$ cat src/rtl/counter_gen.sv
// counter_gen: address/value sequence generator.
// After an accepted run and an optional idle delay, it walks an address
// through `iterations` periods of `period` cycles. The first min(duty, period)
// cycles of each period are valid and step the address by `incr`. Each period
// end also adds `shift` to the address. All configuration is captured when run
// is accepted, so the inputs may change freely while a sequence is in flight.
module counter_gen #(
    parameter int ADDR_W = 10,
    parameter int CNT_W  = 10
) (
    input  logic              clk,
    input  logic              rst,
    input  logic              run,
    output logic              done,
    input  logic [ADDR_W-1:0] start,
    input  logic [ADDR_W-1:0] incr,
    input  logic [ADDR_W-1:0] shift,
    input  logic [CNT_W-1:0]  period,
    input  logic [CNT_W-1:0]  duty,
    input  logic [CNT_W-1:0]  iterations,
    input  logic [CNT_W-1:0]  delay,
    output logic [ADDR_W-1:0] out0,
    output logic              valid
);

    typedef enum logic [1:0] {
        IDLE,
        DELAY,
        GEN
    } state_t;

    localparam logic [CNT_W-1:0] CNT_ONE = CNT_W'(1);

    state_t            state_q, state_d;
    logic [ADDR_W-1:0] addr_q, addr_d;
    logic [ADDR_W-1:0] incr_q, incr_d;
    logic [ADDR_W-1:0] shift_q, shift_d;
    logic [ADDR_W-1:0] out0_q, out0_d;
    logic              valid_q, valid_d;
    logic [CNT_W-1:0]  per_q, per_d;
    logic [CNT_W-1:0]  it_q, it_d;
    logic [CNT_W-1:0]  period_q, period_d;
    logic [CNT_W-1:0]  eff_duty_q, eff_duty_d;
    logic [CNT_W-1:0]  iter_q, iter_d;
    logic [CNT_W-1:0]  dcnt_q, dcnt_d;

    logic              in_duty;
    logic [ADDR_W-1:0] addr_step;

    // Next-state, counter and output computation for the IDLE/DELAY/GEN sequence.
    always_comb begin
        state_d    = state_q;
        addr_d     = addr_q;
        incr_d     = incr_q;
        shift_d    = shift_q;
        out0_d     = out0_q;
        valid_d    = 1'b0;
        per_d      = per_q;
        it_d       = it_q;
        period_d   = period_q;
        eff_duty_d = eff_duty_q;
        iter_d     = iter_q;
        dcnt_d     = dcnt_q;
        in_duty    = (per_q < eff_duty_q);
        addr_step  = in_duty ? (addr_q + incr_q) : addr_q;

        case (state_q)
            IDLE: begin
                // An empty sequence (zero period or zero iterations) never leaves IDLE.
                if (run && (period != '0) && (iterations != '0)) begin
                    addr_d     = start;
                    incr_d     = incr;
                    shift_d    = shift;
                    period_d   = period;
                    eff_duty_d = (duty > period) ? period : duty;
                    iter_d     = iterations;
                    dcnt_d     = delay;
                    per_d      = '0;
                    it_d       = '0;
                    state_d    = (delay != '0) ? DELAY : GEN;
                end
            end
            DELAY: begin
                if (dcnt_q <= CNT_ONE) begin
                    dcnt_d  = '0;
                    state_d = GEN;
                end else begin
                    dcnt_d = dcnt_q - CNT_ONE;
                end
            end
            GEN: begin
                out0_d  = addr_q;
                valid_d = in_duty;
                addr_d  = addr_step;
                if (per_q == period_q - CNT_ONE) begin
                    per_d  = '0;
                    addr_d = addr_step + shift_q;
                    it_d   = it_q + CNT_ONE;
                    if (it_q == iter_q - CNT_ONE) begin
                        state_d = IDLE;
                    end
                end else begin
                    per_d = per_q + CNT_ONE;
                end
            end
            default: begin
                state_d = IDLE;
            end
        endcase
    end

    // State and datapath registers; reset clears everything immediately.
    always_ff @(posedge clk or posedge rst) begin
        if (rst) begin
            state_q    <= IDLE;
            addr_q     <= '0;
            incr_q     <= '0;
            shift_q    <= '0;
            out0_q     <= '0;
            valid_q    <= 1'b0;
            per_q      <= '0;
            it_q       <= '0;
            period_q   <= '0;
            eff_duty_q <= '0;
            iter_q     <= '0;
            dcnt_q     <= '0;
        end else begin
            state_q    <= state_d;
            addr_q     <= addr_d;
            incr_q     <= incr_d;
            shift_q    <= shift_d;
            out0_q     <= out0_d;
            valid_q    <= valid_d;
            per_q      <= per_d;
            it_q       <= it_d;
            period_q   <= period_d;
            eff_duty_q <= eff_duty_d;
            iter_q     <= iter_d;
            dcnt_q     <= dcnt_d;
        end
    end

    assign done  = (state_q == IDLE);
    assign out0  = out0_q;
    assign valid = valid_q;

endmodule

$ cat config.mk
export PLATFORM = sky130hd
export DESIGN_NAME = counter_gen
export DESIGN_NICKNAME = d
export VERILOG_FILES = /design/src/rtl/counter_gen.sv
export SDC_FILE = /design/constraint.sdc
export NUM_CORES = 1
export LEC_CHECK = 0
export CAP_MARGIN = 5
export CORE_ASPECT_RATIO = 0.7
export CORE_MARGIN = 2
export CORE_UTILIZATION = 25
export CTS_CLUSTER_SIZE = 20
export DETAILED_ROUTE_END_ITERATION = 7
export PLACE_DENSITY_LB_ADDON = 0.12
export SETUP_SLACK_MARGIN = 0.02
export SLEW_MARGIN = 20
export SYNTH_ARGS = -nofsm -noshare
export SYNTH_HDL_FRONTEND = slang
export SYNTH_SLANG_ARGS = --single-unit
$ cat constraint.sdc
create_clock -name clk -period 9.25 [get_ports clk]
set_input_delay 1.3875 -clock clk [delete_from_list [all_inputs] [get_ports clk]]
set_output_delay 1.3875 -clock clk [all_outputs]
set_load 0.005 [all_outputs]
; Yosys cells after proc, flatten, opt, wreduce, memory -nomap -nowiden
; Index checks and enable logic that the tools add are counted.
[totals]
ff_bits = 103
input_bits = 73
out_inout_bits = 12
elab_cells = 63
[op_classes]
add_sub_neg = 7
order_cmp = 3
n_eq_ne = 8
n_mux = 20
n_reduce_logical = 13
[op_table]
columns = cell, count
row1 = two-way mux 10 bit, 9
row2 = case mux 10 bit (2 select lines), 4
row3 = nonzero test 10 bit, 3
row4 = subtractor 10 x 1 -> 10 bit (second input constant), 3
row5 = adder 10 x 1 -> 10 bit (second input constant), 2
row6 = adder 10 bit, 2
row7 = == test 10 bit, 2
row8 = > comparator 10 bit, 1
row9 = <= comparator 10 x 1 -> 1 bit (second input constant), 1
row10 = less-than comparator 10 bit, 1
row11 = two-way mux 2 bit, 5
row12 = inequality test 2 bit (second input constant), 3
row13 = case mux 2 bit (3 select lines), 1
row14 = AND reduction 2 bit, 3
row15 = AND reduction 4 bit, 1
row16 = nonzero test 2 bit, 2
row17 = AND reduction 3 bit, 1
row18 = == test 2 x 1 -> 1 bit (second input constant), 1
row19 = == test 2 bit (second input constant), 1
row20 = logical AND 1 bit, 2
row21 = zero test 2 bit, 1
row22 = inequality test 2 x 1 -> 1 bit (second input constant), 1
row23 = two-way mux 1 bit, 1

; Longest topological paths before layout
[logic_depth]
depth_word = 5
ltp_mapped = 18
depth_no_buf = 18

; Worst setup path before layout
; OpenSTA, ideal clock, no wires.
[synth_path]
path_type = reg2reg
startpoint = register per_q[2]
endpoint = register addr_q[9]
t_arrival_ns = 3.565
t_required_ns = 9.129
slack_ns = 5.565
path_stages_with_launch = 17
n_path_buf = 0
period_less_slack_ns = 3.685
path_cell_list = dfrtp_1 ha_1 nand2_1 o21ai_0 a31oi_1 o21ai_1 mux2i_1 inv_1 ha_1 a21o_1 a211oi_1 o21ai_0 a2111oi_0 nor4bb_1 or3_1 mux2i_1 nor2_1
[synth_via]
elab_chain_cells = 5
word_cells_on_any_way = 6
[synth_rtl]
columns = element, line_no
row1 = start: declaration, 40  ; logic [CNT_W-1:0] per_q, per_d;
row2 = start signal: assignment, 134  ; per_q <= per_d;
row3 = less-than comparator 10 bit, 64  ; in_duty = (per_q < eff_duty_q);
row4 = two-way mux 10 bit, 65  ; addr_step = in_duty ? (addr_q + incr_q) : addr_q;
row5 = adder 10 bit, 97  ; addr_d = addr_step + shift_q;
row6 = two-way mux 10 bit (*), 95  ; if (per_q == period_q - CNT_ONE) begin
row7 = case mux 10 bit (2 select lines) (*), 67  ; case (state_q)
row8 = end signal: assignment, 129  ; addr_q <= addr_d;
row9 = end: declaration, 35  ; logic [ADDR_W-1:0] addr_q, addr_d;
; Mark *: on every way between the ends. The rest lies on a longest branch, timed or not.
; A chain may end at the register's enable or synchronous reset.

; Final worst setup path
; Same ends and word-level chain as after synthesis.

==> flow_metrics.env <==
export IMPL_core_area_mm2=0.0257
export IMPL_multi_input_area_mm2=0.00370
export IMPL_worstMarginPinSlew_ns=0.949
export IMPL_crit_arrival_ns=4.55
export IMPL_ys_flop_type="dfrtp_1"
export IMPL_power_switching_mw=1.28
export IMPL_tns_ns=0
export IMPL_clockRootBuffer="clkbuf_16"
export IMPL_switching_share_pct=44.4
export IMPL_crit_fanout=17
export IMPL_synth_compound_area_share_pct=16.2
export IMPL_vias=5501
export IMPL_yosys_area_share_adder_pct=8.86
export IMPL_n_fill_cell=2695
export IMPL_seq_area_frac_synth_pct=39.5
export IMPL_cts_tree="done"
export IMPL_synthMuxAreaShare_pct=3.62
export IMPL_final_net_count=970
export IMPL_synth_top_family_by_area="simple AND/OR/NAND/NOR gates"
export IMPL_hold_buffers=0
export IMPL_clock_skew_ns=0.0102
export IMPL_areaGrowthSynthToFinish_pct=23.7
export IMPL_synth_cells=776
export IMPL_async_flop_share_pct=100
export IMPL_synth_top_cell_area_share_pct=39.5
export IMPL_ys_top_cells_by_count="179 x nand2_1, 103 x dfrtp_1, 83 x o21ai_0"
export IMPL_regArea_mm2=0.00258
export IMPL_grtUsageTotal_pct=14.2
export IMPL_grt_pass1_vias=5448
export IMPL_whs_endpoint="out0[6]"
export IMPL_min_path_cells=2
export IMPL_die_x_um=197
export IMPL_grt_overflow_total=0
export IMPL_cts_resized_gates=0
export IMPL_cp_start_kind="flip-flop"
export IMPL_utilization_pct=31.4
export IMPL_vdd_drop_max_v=0.000143
export IMPL_powerDensity_mw_per_mm2=358
export IMPL_cts_setup_buffers=0
export IMPL_ys_top_cells_by_area="dfrtp_1 40%, nand2_1 10%, ha_1 8.2%, o21ai_0 6.4%, xnor2_1 3.5%"
export IMPL_final_layout_size_suffix_gt1_share_pct=4.67
export IMPL_clock_latency_ns=0.36
export IMPL_yosysTopAreaCell="dfrtp_1"
export IMPL_synth_edff_count=0
export IMPL_synth_seq_cells=103
export IMPL_finalCritPeriodShare_pct=46.5
export IMPL_drt_pass1_iter_count=4
export IMPL_row_count=49
export IMPL_reg2reg_slack_ns=4.95
export IMPL_finalHoldViolations=0
export IMPL_met3_usage_pct=3.26
export IMPL_worstSetupEndpointType="flip-flop"
export IMPL_use_met2_pct=19.7
export IMPL_clock_path_buffers=2
export IMPL_viasPerCell=4.63
export IMPL_drc=0
export IMPL_yosysMostFrequentCell="nand2_1"
export IMPL_use_met1_pct=22.0
export IMPL_p_clk_share_pct=14.8
export IMPL_htreeDepth=3
export IMPL_ys_warn_count=0
export IMPL_tritoncts_num_sinks=103
export IMPL_min_path_type="reg2reg"
export IMPL_drv_cap=0
export IMPL_grt_pass1_wl_um=30500
export IMPL_start_util_pct=25.4
export IMPL_pwr_share_seq_pct=28.4
export IMPL_synth_nets=894
export IMPL_slew_headroom_pct=36.6
export IMPL_dp_cells=1172
export IMPL_reg2regPathDepth=17
export IMPL_io_buffers=84
export IMPL_synth_distinct_cells=57
export IMPL_layout_cells_non_filler=1188
export IMPL_n_antenna_cell=0
export IMPL_netlist_area_mm2=0.00653
export IMPL_final_min_clock_period_ns=4.30
export IMPL_synth_xor_area_share_pct=5.37
export IMPL_drv_slew=0
export IMPL_leakagePower_nw=3.54
export IMPL_path_class="reg2reg"
export IMPL_wl_per_cell_um=15.5
export IMPL_p_int_mw=1.61
export IMPL_hpwlAfterDp_um=13500
export IMPL_r2r_start="per_q[2]"
export IMPL_gp_congestion=0.808
export IMPL_die_area_mm2=0.0274
export IMPL_hp_start="out0[6]"
export IMPL_power_frac_comb_pct=56.8
export IMPL_setup_viol_count_final=0
export IMPL_cp_required_ns=9.50
export IMPL_rsz0062_at_grt="no"
export IMPL_clkTransAtPathRegs_ns=0.08
export IMPL_grt_max_degree=77
export IMPL_antenna_left=0
export IMPL_drt_wl_total_um=18400
export IMPL_numCtsBuffers=9
export IMPL_antenna_found_initial=0
export IMPL_yosys_area_share_simple_pct=22.4
export IMPL_status="complete, no violations"
export IMPL_syn_avg_cell_area_um2=8.41
export IMPL_die_h_um=139
export IMPL_io_pins=85
export IMPL_timing_rr_end="addr_q[9]"
export IMPL_drt_initial_drc_count=304
export IMPL_grt_busiest_layer="met1"
export IMPL_fmax_ghz=0.232
sequential cells by signal, indices dropped and copies added, names as in the netlist:
| signal | cells |
|---|---|
| eff_duty_q | 10 |
| iter_q | 10 |
| dcnt_q | 10 |
| shift_q | 10 |
| period_q | 10 |
| per_q | 10 |
| incr_q | 10 |
| out0 | 10 |
| it_q | 10 |
| state_q | 2 |
| addr_q | 10 |
| valid | 1 |
layout by cell type (no fill, tap or decap), types with 14 or more instances in the layout:
master           count
nand2_1            178
dfrtp_1            103
clkdlybuf4s50_1     84
o21ai_0             82
nor2_1              44
ha_1                43
inv_1               41
a21oi_1             34
xnor2_1             26
nand3_1             22
mux2i_1             18
nor3_1              16
xor2_1              14
per-layer routing:
metal	part of all wire (%)	up-vias
met5	0	-
met3	3.1	10
met2	40	67
met4	0.79	0
li1	-	2852
met1	56	2572
worst max-delay path, stage by stage, from the launching register on:
cell,delay [ns]
dfrtp_1,0.47
ha_1,0.34
nand2_1,0.05
o21ai_0,0.24
a31oi_1,0.15
o21ai_1,0.15
buf_4,0.25
mux2i_1,0.37
inv_1,0.08
ha_1,0.27
a21o_1,0.19
a211oi_1,0.33
o21ai_0,0.21
a2111oi_0,0.45
nor4bb_1,0.12
or3_1,0.31
mux2i_1,0.15
nor2_1,0.05
stage by stage:
stage                     instance area [um2]  setup WS (ns)  power, mW  hold slack (ns)
after floorplan                          6530           5.16       2.03            0.442
after global placement                   7750           4.88       2.48            0.468
after detailed placement                 7750           4.93       2.47            0.462
after CTS                                8070           4.89       2.93            0.486
after global routing                     8070           4.62       3.19            0.507
final                                    8070           4.95       2.89            0.480
cells by family after synthesis:
family          Yosys count
buf+inv                  69
simple gates            321
mux                      23
flops                   103
fa+ha+maj                45
xor+xnor                 40
compound gates          175
power groups by stage:
stage	clock network (mW)	logic [mW]	registers [mW]
5_1_grt	0.461	1.88	0.851
4_1_cts	0.445	1.66	0.822
3_3_place_gp	0	1.65	0.833
3_5_place_dp	0	1.65	0.827
6_report	0.427	1.64	0.820
2_1_floorplan	0	1.26	0.767
how the worst max path moves through the flow:
stage	startpoint	to	slack (ns)	cells after the start
2_1_floorplan	rst	addr_q[0]	5.16	1
3_3_place_gp	period[6]	per_q[7]	4.88	10
3_5_place_dp	per_q[2]	addr_q[9]	4.93	17
4_1_cts	per_q[2]	addr_q[9]	4.89	17
5_1_grt	per_q[2]	addr_q[9]	4.62	17
6_report	per_q[2]	addr_q[9]	4.95	17
area by class of cell:
cell class,count,area share [%]
Tap cell,331,5.13
Multi-Input combinational cell,604,45.8
Sequential cell,103,31.9
Clock buffer,9,2.79
Inverter,42,1.98
Timing Repair Buffer,92,11.2
Clock inverter,7,1.21
Power figures use the tool's default switching activity.
